### src/rtl/step_ctrl_pkg.sv
// step_ctrl_pkg: shared types for the STEP/STEP_ACK initiator.
// Controller states, default phase timeout, handshake phase decode.
package step_ctrl_pkg;

  typedef enum logic [1:0] {
    IDLE = 2'd0,
    REQ  = 2'd1,
    REL  = 2'd2,
    ERR  = 2'd3
  } state_e;

  localparam logic [15:0] TO_CYC_DEF = 16'd1000;

  // Wire-level view of one four-phase handshake.
  typedef enum logic [1:0] {
    PH_OPEN = 2'd0,
    PH_REQ  = 2'd1,
    PH_ACK  = 2'd2,
    PH_REL  = 2'd3
  } hs_phase_e;

  function automatic hs_phase_e hs_phase(
    input logic step,
    input logic ack
  );
    hs_phase_e ph;
    unique case ({step, ack})
      2'b00:   ph = PH_OPEN;
      2'b10:   ph = PH_REQ;
      2'b11:   ph = PH_ACK;
      default: ph = PH_REL;
    endcase
    return ph;
  endfunction

endpackage

### src/rtl/step_ctrl_if.sv
// step_ctrl_if: core-side stepping pins (step_mode/step/step_ack/core_done).
// master = step_ctrl, slave = core; phase is a decoded view for monitors.
interface step_ctrl_if;
  import step_ctrl_pkg::*;

  logic      step_mode;
  logic      step;
  logic      step_ack;
  logic      core_done;
  hs_phase_e phase;

  assign phase = hs_phase(step, step_ack);

  modport master (
    output step_mode,
    output step,
    input  step_ack,
    input  core_done
  );

  modport slave (
    input  step_mode,
    input  step,
    output step_ack,
    output core_done
  );
endinterface

### src/rtl/step_phase_timer.sv
// step_phase_timer: clearable saturating cycle counter, hit on limit.
// Ports: clr/en control, limit (0 = never), cnt value, hit flag.
module step_phase_timer #(
  parameter int W = 16
) (
  input  logic         clk,
  input  logic         rst_n,
  input  logic         clr,
  input  logic         en,
  input  logic [W-1:0] limit,
  output logic [W-1:0] cnt,
  output logic         hit
);

  logic [W-1:0] nxt;

  assign nxt = cnt + W'(1);

  // hit marks the cycle whose count would reach limit.
  assign hit = en && (limit != '0) && (nxt == limit);

  always_ff @(posedge clk or negedge rst_n) begin
    if (!rst_n) begin
      cnt <= '0;
    end else if (clr) begin
      cnt <= '0;
    end else if (en && (cnt != '1)) begin
      cnt <= nxt;
    end
  end

endmodule

### src/rtl/step_ctrl.sv
// step_ctrl: STEP/STEP_ACK initiator; single, burst, abort, timeout.
// Ports: host cmds in, core pins via step_ctrl_if.master, status out.
// Option STEP_CTRL_PERF_EN adds ack_lat_max (longest REQ phase).
module step_ctrl
  import step_ctrl_pkg::*;
#(
  parameter int              CNT_W  = 32,
  parameter int              TO_W   = 16,
  parameter logic [TO_W-1:0] TO_CYC = TO_W'(TO_CYC_DEF)
) (
  input  logic             clk,
  input  logic             rst_n,
  input  logic             enable,
  input  logic             cmd_single,
  input  logic             cmd_burst,
  input  logic [CNT_W-1:0] burst_len,
  input  logic             cmd_abort,
  input  logic             clr_err,
  step_ctrl_if.master      core,
  output logic             ctrl_busy,
  output logic             burst_done,
  output logic             done_seen,
  output logic [CNT_W-1:0] step_count,
  output logic             err_timeout
`ifdef STEP_CTRL_PERF_EN
  ,
  output logic [TO_W-1:0]  ack_lat_max
`endif
);

  state_e           state_q, state_n;
  logic [CNT_W-1:0] rem_q, rem_n;
  logic [CNT_W-1:0] cnt_q, cnt_n;
  logic             abort_q, abort_n;
  logic             clr_q, clr_n;
  logic             seen_q, seen_n;
  logic             err_q, err_n;
  logic             bd_n, bd_q;
  logic             step_q;
  logic             abort_p;
  logic             in_hs;
  logic             to_hit;
  logic [TO_W-1:0]  ph_cnt;

  assign in_hs   = (state_q == REQ) || (state_q == REL);
  assign abort_p = abort_q || cmd_abort;

  step_phase_timer #(
    .W (TO_W)
  ) u_timer (
    .clk   (clk),
    .rst_n (rst_n),
    .clr   (state_n != state_q),
    .en    (in_hs),
    .limit (TO_CYC),
    .cnt   (ph_cnt),
    .hit   (to_hit)
  );

  always_comb begin
    state_n = state_q;
    rem_n   = rem_q;
    cnt_n   = cnt_q;
    abort_n = abort_q;
    clr_n   = clr_q;
    seen_n  = seen_q;
    err_n   = err_q;
    bd_n    = 1'b0;
    unique case (state_q)
      IDLE: begin
        if (enable && cmd_burst) begin
          seen_n  = 1'b0;
          abort_n = 1'b0;
          if (burst_len != '0) begin
            rem_n   = burst_len;
            state_n = REQ;
          end else begin
            bd_n = 1'b1;
          end
        end else if (enable && cmd_single) begin
          seen_n  = 1'b0;
          abort_n = 1'b0;
          rem_n   = CNT_W'(1);
          state_n = REQ;
        end
      end
      REQ: begin
        abort_n = abort_p;
        // Ack wins over a timeout landing in the same cycle.
        if (core.step_ack) begin
          state_n = REL;
        end else if (to_hit) begin
          state_n = ERR;
        end
      end
      REL: begin
        abort_n = abort_p;
        if (!core.step_ack) begin
          cnt_n = cnt_q + CNT_W'(1);
          rem_n = rem_q - CNT_W'(1);
          if ((rem_q == CNT_W'(1)) || abort_p ||
              core.core_done || !enable) begin
            state_n = IDLE;
            bd_n    = 1'b1;
            seen_n  = core.core_done;
            abort_n = 1'b0;
          end else begin
            state_n = REQ;
          end
        end else if (to_hit) begin
          state_n = ERR;
        end
      end
      ERR: begin
        // Remember a clear while the core still holds ack high.
        if (clr_err) begin
          clr_n = 1'b1;
        end
        if ((clr_err || clr_q) && !core.step_ack) begin
          state_n = IDLE;
          clr_n   = 1'b0;
        end
      end
      default: begin
        state_n = IDLE;
      end
    endcase
    if (clr_err) begin
      err_n = 1'b0;
    end
    if ((state_n == ERR) && (state_q != ERR)) begin
      err_n   = 1'b1;
      abort_n = 1'b0;
    end
  end

  always_ff @(posedge clk or negedge rst_n) begin
    if (!rst_n) begin
      state_q <= IDLE;
      rem_q   <= '0;
      cnt_q   <= '0;
      abort_q <= 1'b0;
      clr_q   <= 1'b0;
      seen_q  <= 1'b0;
      err_q   <= 1'b0;
      bd_q    <= 1'b0;
      step_q  <= 1'b0;
    end else begin
      state_q <= state_n;
      rem_q   <= rem_n;
      cnt_q   <= cnt_n;
      abort_q <= abort_n;
      clr_q   <= clr_n;
      seen_q  <= seen_n;
      err_q   <= err_n;
      bd_q    <= bd_n;
      step_q  <= (state_n == REQ);
    end
  end

  assign core.step_mode = enable;
  assign core.step      = step_q;
  assign ctrl_busy      = in_hs;
  assign burst_done     = bd_q;
  assign done_seen      = seen_q;
  assign step_count     = cnt_q;
  assign err_timeout    = err_q;

`ifdef STEP_CTRL_PERF_EN
  logic [TO_W-1:0] lat_q;
  logic [TO_W-1:0] req_len;

  // Cycles spent in REQ, counted at the cycle REQ is left.
  assign req_len = ph_cnt + TO_W'(1);

  always_ff @(posedge clk or negedge rst_n) begin
    if (!rst_n) begin
      lat_q <= '0;
    end else if (clr_err) begin
      lat_q <= '0;
    end else if ((state_q == REQ) && (state_n != REQ) &&
                 (req_len > lat_q)) begin
      lat_q <= req_len;
    end
  end

  assign ack_lat_max = lat_q;
`endif

endmodule

### src/flat_wrapper.sv
// flat-port wrapper written by rule: the top's interface ports become plain ports
module step_ctrl_flat import step_ctrl_pkg::*;
#(
  parameter int              CNT_W  = 32,
  parameter int              TO_W   = 16,
  parameter logic [TO_W-1:0] TO_CYC = TO_W'(TO_CYC_DEF)
)
  (clk, rst_n, enable, cmd_single, cmd_burst, burst_len, cmd_abort, clr_err, ctrl_busy, burst_done, done_seen, step_count, err_timeout, core_step_mode, core_step, core_step_ack, core_core_done);
  step_ctrl_if core_i ();
  input  logic clk;
  input  logic rst_n;
  input  logic enable;
  input  logic cmd_single;
  input  logic cmd_burst;
  input  logic [CNT_W-1:0] burst_len;
  input  logic cmd_abort;
  input  logic clr_err;
  output logic ctrl_busy;
  output logic burst_done;
  output logic done_seen;
  output logic [CNT_W-1:0] step_count;
  output logic err_timeout;
  output wire logic [$bits(core_i.step_mode)-1:0] core_step_mode;
  output wire logic [$bits(core_i.step)-1:0] core_step;
  input wire logic [$bits(core_i.step_ack)-1:0] core_step_ack;
  input wire logic [$bits(core_i.core_done)-1:0] core_core_done;
  assign core_step_mode = core_i.step_mode;
  assign core_step = core_i.step;
  assign core_i.step_ack = core_step_ack;
  assign core_i.core_done = core_core_done;
  step_ctrl #(.CNT_W(CNT_W), .TO_W(TO_W), .TO_CYC(TO_CYC)) u_core (.clk(clk), .rst_n(rst_n), .enable(enable), .cmd_single(cmd_single), .cmd_burst(cmd_burst), .burst_len(burst_len), .cmd_abort(cmd_abort), .clr_err(clr_err), .core(core_i), .ctrl_busy(ctrl_busy), .burst_done(burst_done), .done_seen(done_seen), .step_count(step_count), .err_timeout(err_timeout));
endmodule
### config.mk
export PLATFORM = sky130hd
export DESIGN_NAME = step_ctrl_flat
export DESIGN_NICKNAME = d
export VERILOG_FILES = /design/src/rtl/step_ctrl_pkg.sv /design/src/rtl/step_ctrl_if.sv /design/src/rtl/step_phase_timer.sv /design/src/rtl/step_ctrl.sv /design/src/flat_wrapper.sv
export SDC_FILE = /design/constraint.sdc
export NUM_CORES = 1
export LEC_CHECK = 0
export ABC_AREA = 1
export CAP_MARGIN = 10
export CORE_MARGIN = 2
export CORE_UTILIZATION = 55
export DETAILED_ROUTE_END_ITERATION = 6
export HOLD_SLACK_MARGIN = 0.05
export PLACE_DENSITY = 0.85
export SKIP_LAST_GASP = 1
export SYNTH_ARGS = -nofsm -noshare
export SYNTH_HDL_FRONTEND = slang
export SYNTH_SLANG_ARGS = --single-unit
export TNS_END_PERCENT = 100
### constraint.sdc
create_clock -name clk -period 2.6 [get_ports clk]
set_input_delay 0.78 -clock clk [delete_from_list [all_inputs] [get_ports clk]]
set_output_delay 0.78 -clock clk [all_outputs]
set_load 0.01 [all_outputs]
==> flow_metrics.py, run 1 <==
metrics = {
    "clock_tree": {
        "clk_root_buffer_cell": "sky130_fd_sc_hd__clkbuf_8",
        "clock_sink_count": 88,
        "cts.htree.levels": 3,
        "cts_hold_buf": 0,
        "cts_tree": "done",
        "clkSlewWorstSetupHoldPaths_ns": 0.10,
        "clockBufferDepth": 2,
        "cts_buffers": 9,
        "later_pin_clock_latency_in_the_skew_report_ns": 0.38,
    },
    "synth": {
        "synth.cell_area_um2": 5560,
        "synth_most_common_cell": "sky130_fd_sc_hd__nand2_1",
        "synthDominantCellAreaShare_pct": 39.6,
        "post_synth_num_cell_types": 40,
        "synth.top_cells.by_count": "sky130_fd_sc_hd__nand2_1 (170), sky130_fd_sc_hd__inv_1 (93), sky130_fd_sc_hd__dfrtp_1 (88)",
        "synthesis.area_per_instance_um2": 7.42,
        "syn_nets": 799,
        "synth_seq_cells": 88,
        "synth-compound-area-share_pct": 12.2,
        "synthSimpleGateAreaFrac_pct": 30.7,
        "synthesis.instances": 749,
        "number_of_enable_type_register_cells_in_the_synthesized_netlist": 0,
        "synth_top_flop_cell": "sky130_fd_sc_hd__dfrtp_1",
        "post_synthesis_adder_cell_area_fraction_pct": 2.03,
        "synthMuxAreaShare_pct": 0,
        "synth-xor-area-share_pct": 7.09,
        "synthDominantAreaCellType": "sky130_fd_sc_hd__dfrtp_1",
        "yosysSeqAreaShare_pct": 39.6,
        "main_combinational_cell_family_by_area_after_synthesis": "simple AND/OR/NAND/NOR gates",
        "synthArstFlopShare_pct": 100,
        "synth-warning-count": 0,
        "synth.top_cells.by_area": "sky130_fd_sc_hd__dfrtp_1 (40%), sky130_fd_sc_hd__nand2_1 (11%), sky130_fd_sc_hd__inv_1 (6.3%), sky130_fd_sc_hd__o21ai_0 (6.1%), sky130_fd_sc_hd__xor2_1 (5.7%)",
    },
    "place": {
        "number_of_buffer_cells_added_on_primary_ports": 78,
        "hpwl_um": 11100,
        "gp_congestion": 0.902,
        "postPlaceCellArea_um2": 6950,
        "placed_cells_incl_taps": 1008,
    },
    "drt": {
        "dr_vias": 5748,
        "drt_drc_violations_left": 0,
        "postRouteAntennaNets": 0,
        "dr.pass1.iters": 6,
        "met3WireLength_um": 1000,
        "drt-wirelength-per-cell_um": 14.8,
        "met2RoutedLength_um": 7450,
        "via_per_inst": 5.57,
        "detail_route.iter0.violations": 497,
        "wl_met1_um": 6320,
        "routed.top_layer": "met4",
        "routed_wire_length_um": 15300,
    },
    "global_route": {
        "number_of_global_route_vias_before_repair": 5465,
        "antenna_violations_before_repair": 0,
        "grt_max_degree": 44,
        "grt_first_pass_wirelength_um": 24800,
        "grt_use_total_pct": 27.7,
        "global_route.overflow_total": 0,
    },
    "floorplan": {
        "die_area_um2": 10900,
        "die_w_um": 105,
        "num_rows": 36,
        "core_area_um2": 9770,
        "ios": 79,
        "initial_util_pct": 56.9,
        "die-height_um": 105,
    },
    "final_layout": {
        "stdcell_area_um2": 7330,
        "flow.area_growth_from_synthesis_pct": 31.8,
        "nets": 944,
        "antenna_cells": 0,
        "final_cell_count_no_fill": 1032,
        "layout-drive-gt1-share_pct": 17.1,
    },
    "min_path": {
        "min_path_type": "input pin to asynchronous set/reset pin",
    },
    "timing": {
        "hold_slack_ns": 0.266,
        "layout_worst_path_cycle_share_pct": 96.6,
        "maxSlewHeadroom_pct": 72.7,
        "report.final.hold_viol_count": 0,
        "worst_setup_skew_after_layout_ns": 0.0134,
        "final.setup.tns_ns": 0,
        "rsz0062_at_grt": "true",
        "setup_viol": 0,
        "period_minus_slack_ns": 2.51,
        "slew_viol_final": 0,
        "fmax_achieved_mhz": 398,
        "worst_slew_pin_slew_ns": 0.406,
    },
    "critical_path": {
        "cp-end-kind": "primary output",
        "worstPathArrival_ns": 1.73,
        "cp-start-kind": "register",
        "crit_fanout": 5,
        "setup.worst_path.class": "register to primary output",
        "critPathRequiredTime_ns": 1.82,
    },
    "power_and_ir_drop": {
        "leakagePower_nw": 3.40,
        "ir_worst_vdd_v": 0.000560,
        "total_power_mw": 6.91,
        "power_per_cell_area_nw_per_um2": 943,
    },
    "outcome": {
        "status": "complete, no violations",
    },
    "job": {
        "max_cap_viol_count": 0,
    },
}
## layout by cell type (no fill, tap or decap), types with 17 or more instances in the layout
cell type	instances
sky130_fd_sc_hd__clkdlybuf4s50_1	75
sky130_fd_sc_hd__buf_4	71
sky130_fd_sc_hd__nand4_1	19
sky130_fd_sc_hd__nand3_1	38
sky130_fd_sc_hd__dfrtp_1	86
sky130_fd_sc_hd__nor2_1	69
sky130_fd_sc_hd__o21ai_0	68
sky130_fd_sc_hd__nor3_1	17
sky130_fd_sc_hd__xor2_1	35
sky130_fd_sc_hd__a21oi_1	31
sky130_fd_sc_hd__inv_1	90
sky130_fd_sc_hd__nand2_1	169
## power breakdown
| part | switching, mW | total [mW] | internal, mW |
|---|---|---|---|
| combinational | 2.40 | 3.89 | 1.49 |
| clock | 0.552 | 1.00 | 0.453 |
| sequential | 0.299 | 2.01 | 1.71 |
## layout make-up
class                           count  area [µm²]
Multi-Input combinational cell    544        2990
Fill cell                         690        2450
Sequential cell                    88        2200
Timing Repair Buffer              152        1390
Inverter                           99         377
Tap cell                          133         166
Clock buffer                        9         124
Clock inverter                      7        78.8
## through the flow
| stage | worst slack (ns) | util (%) |
|---|---|---|
| floorplan | 0.156 | - |
| global route | -0.0743 | 74.9 |
| CTS | -0.106 | 73.3 |
| global placement | -0.297 | 71.1 |
| finish | 0.0877 | 74.9 |
| detailed placement | -0.436 | 71.1 |
## kinds of logic (layout without fill, tap and decap cells)
kind of cell             count (synthesis)  in the layout
AO/OA/AOI/OAI                          123            123
XOR/XNOR                                45             45
adder cells (fa/ha/maj)                  9              9
buffers and inverters                  117            267
flip-flops                              88             88
AND/OR/NAND/NOR                        367            367
## sequential cells by signal, indices dropped and copies added (netlist names)
name	flops
u_core.state_q	2
u_core.done_seen	1
u_core.err_timeout	1
u_core.u_timer.cnt	16
u_core.core.step	1
u_core.abort_q	1
u_core.step_count	32
u_core.rem_q	32
u_core.burst_done	1
u_core.clr_q	1
## layer usage
| layer | global-route usage [%] | vias to the layer above |
|---|---|---|
| met3 | 5.24 | 54 |
| met1 | 35.8 | 2713 |
| li1 | - | 2730 |
| met2 | 46.3 | 251 |
| met4 | 10.6 | 0 |
| met5 | 0 | - |
## path summary, 6_finish.rpt
kind,from,end,slack (ns),cells past startpoint
setup / recovery,u_core.state_q[1]$_DFF_PN0_,ctrl_busy,0.09,3
hold / removal,rst_n,u_core.rem_q[23]$_DFFE_PN0P_,0.27,1
setup reg to reg,u_core.rem_q[4]$_DFFE_PN0P_,u_core.rem_q[29]$_DFFE_PN0P_,0.12,11
hold reg to reg,u_core.step_count[31]$_DFFE_PN0P_,u_core.step_count[31]$_DFFE_PN0P_,0.48,1
max in group asynchronous,rst_n,u_core.u_timer.cnt[0]$_DFFE_PN0P_,1.66,2
min in group clk,u_core.step_count[31]$_DFFE_PN0P_,u_core.step_count[31]$_DFFE_PN0P_,0.48,1
## worst max-delay path, cell delays in order, from the launching register on
cell                              delay (ns)
sky130_fd_sc_hd__dfrtp_2                0.43
sky130_fd_sc_hd__inv_2                  0.09
sky130_fd_sc_hd__ha_4                   0.31
sky130_fd_sc_hd__clkdlybuf4s50_1        0.54
## timing repair
item,in CTS,in global routing
pin swaps,0,6
gates resized for setup,4,26
setup endpoints to repair,8,59
buffers inserted,0,8
Note: power is estimated with default switching activity, not from simulation.
==> run 2, diff against run 1 <==
Settings changed: SLEW_MARGIN set to 10.
==> results of run 2 <==
Final layout, timing and power as in run 1 (identical DEF).
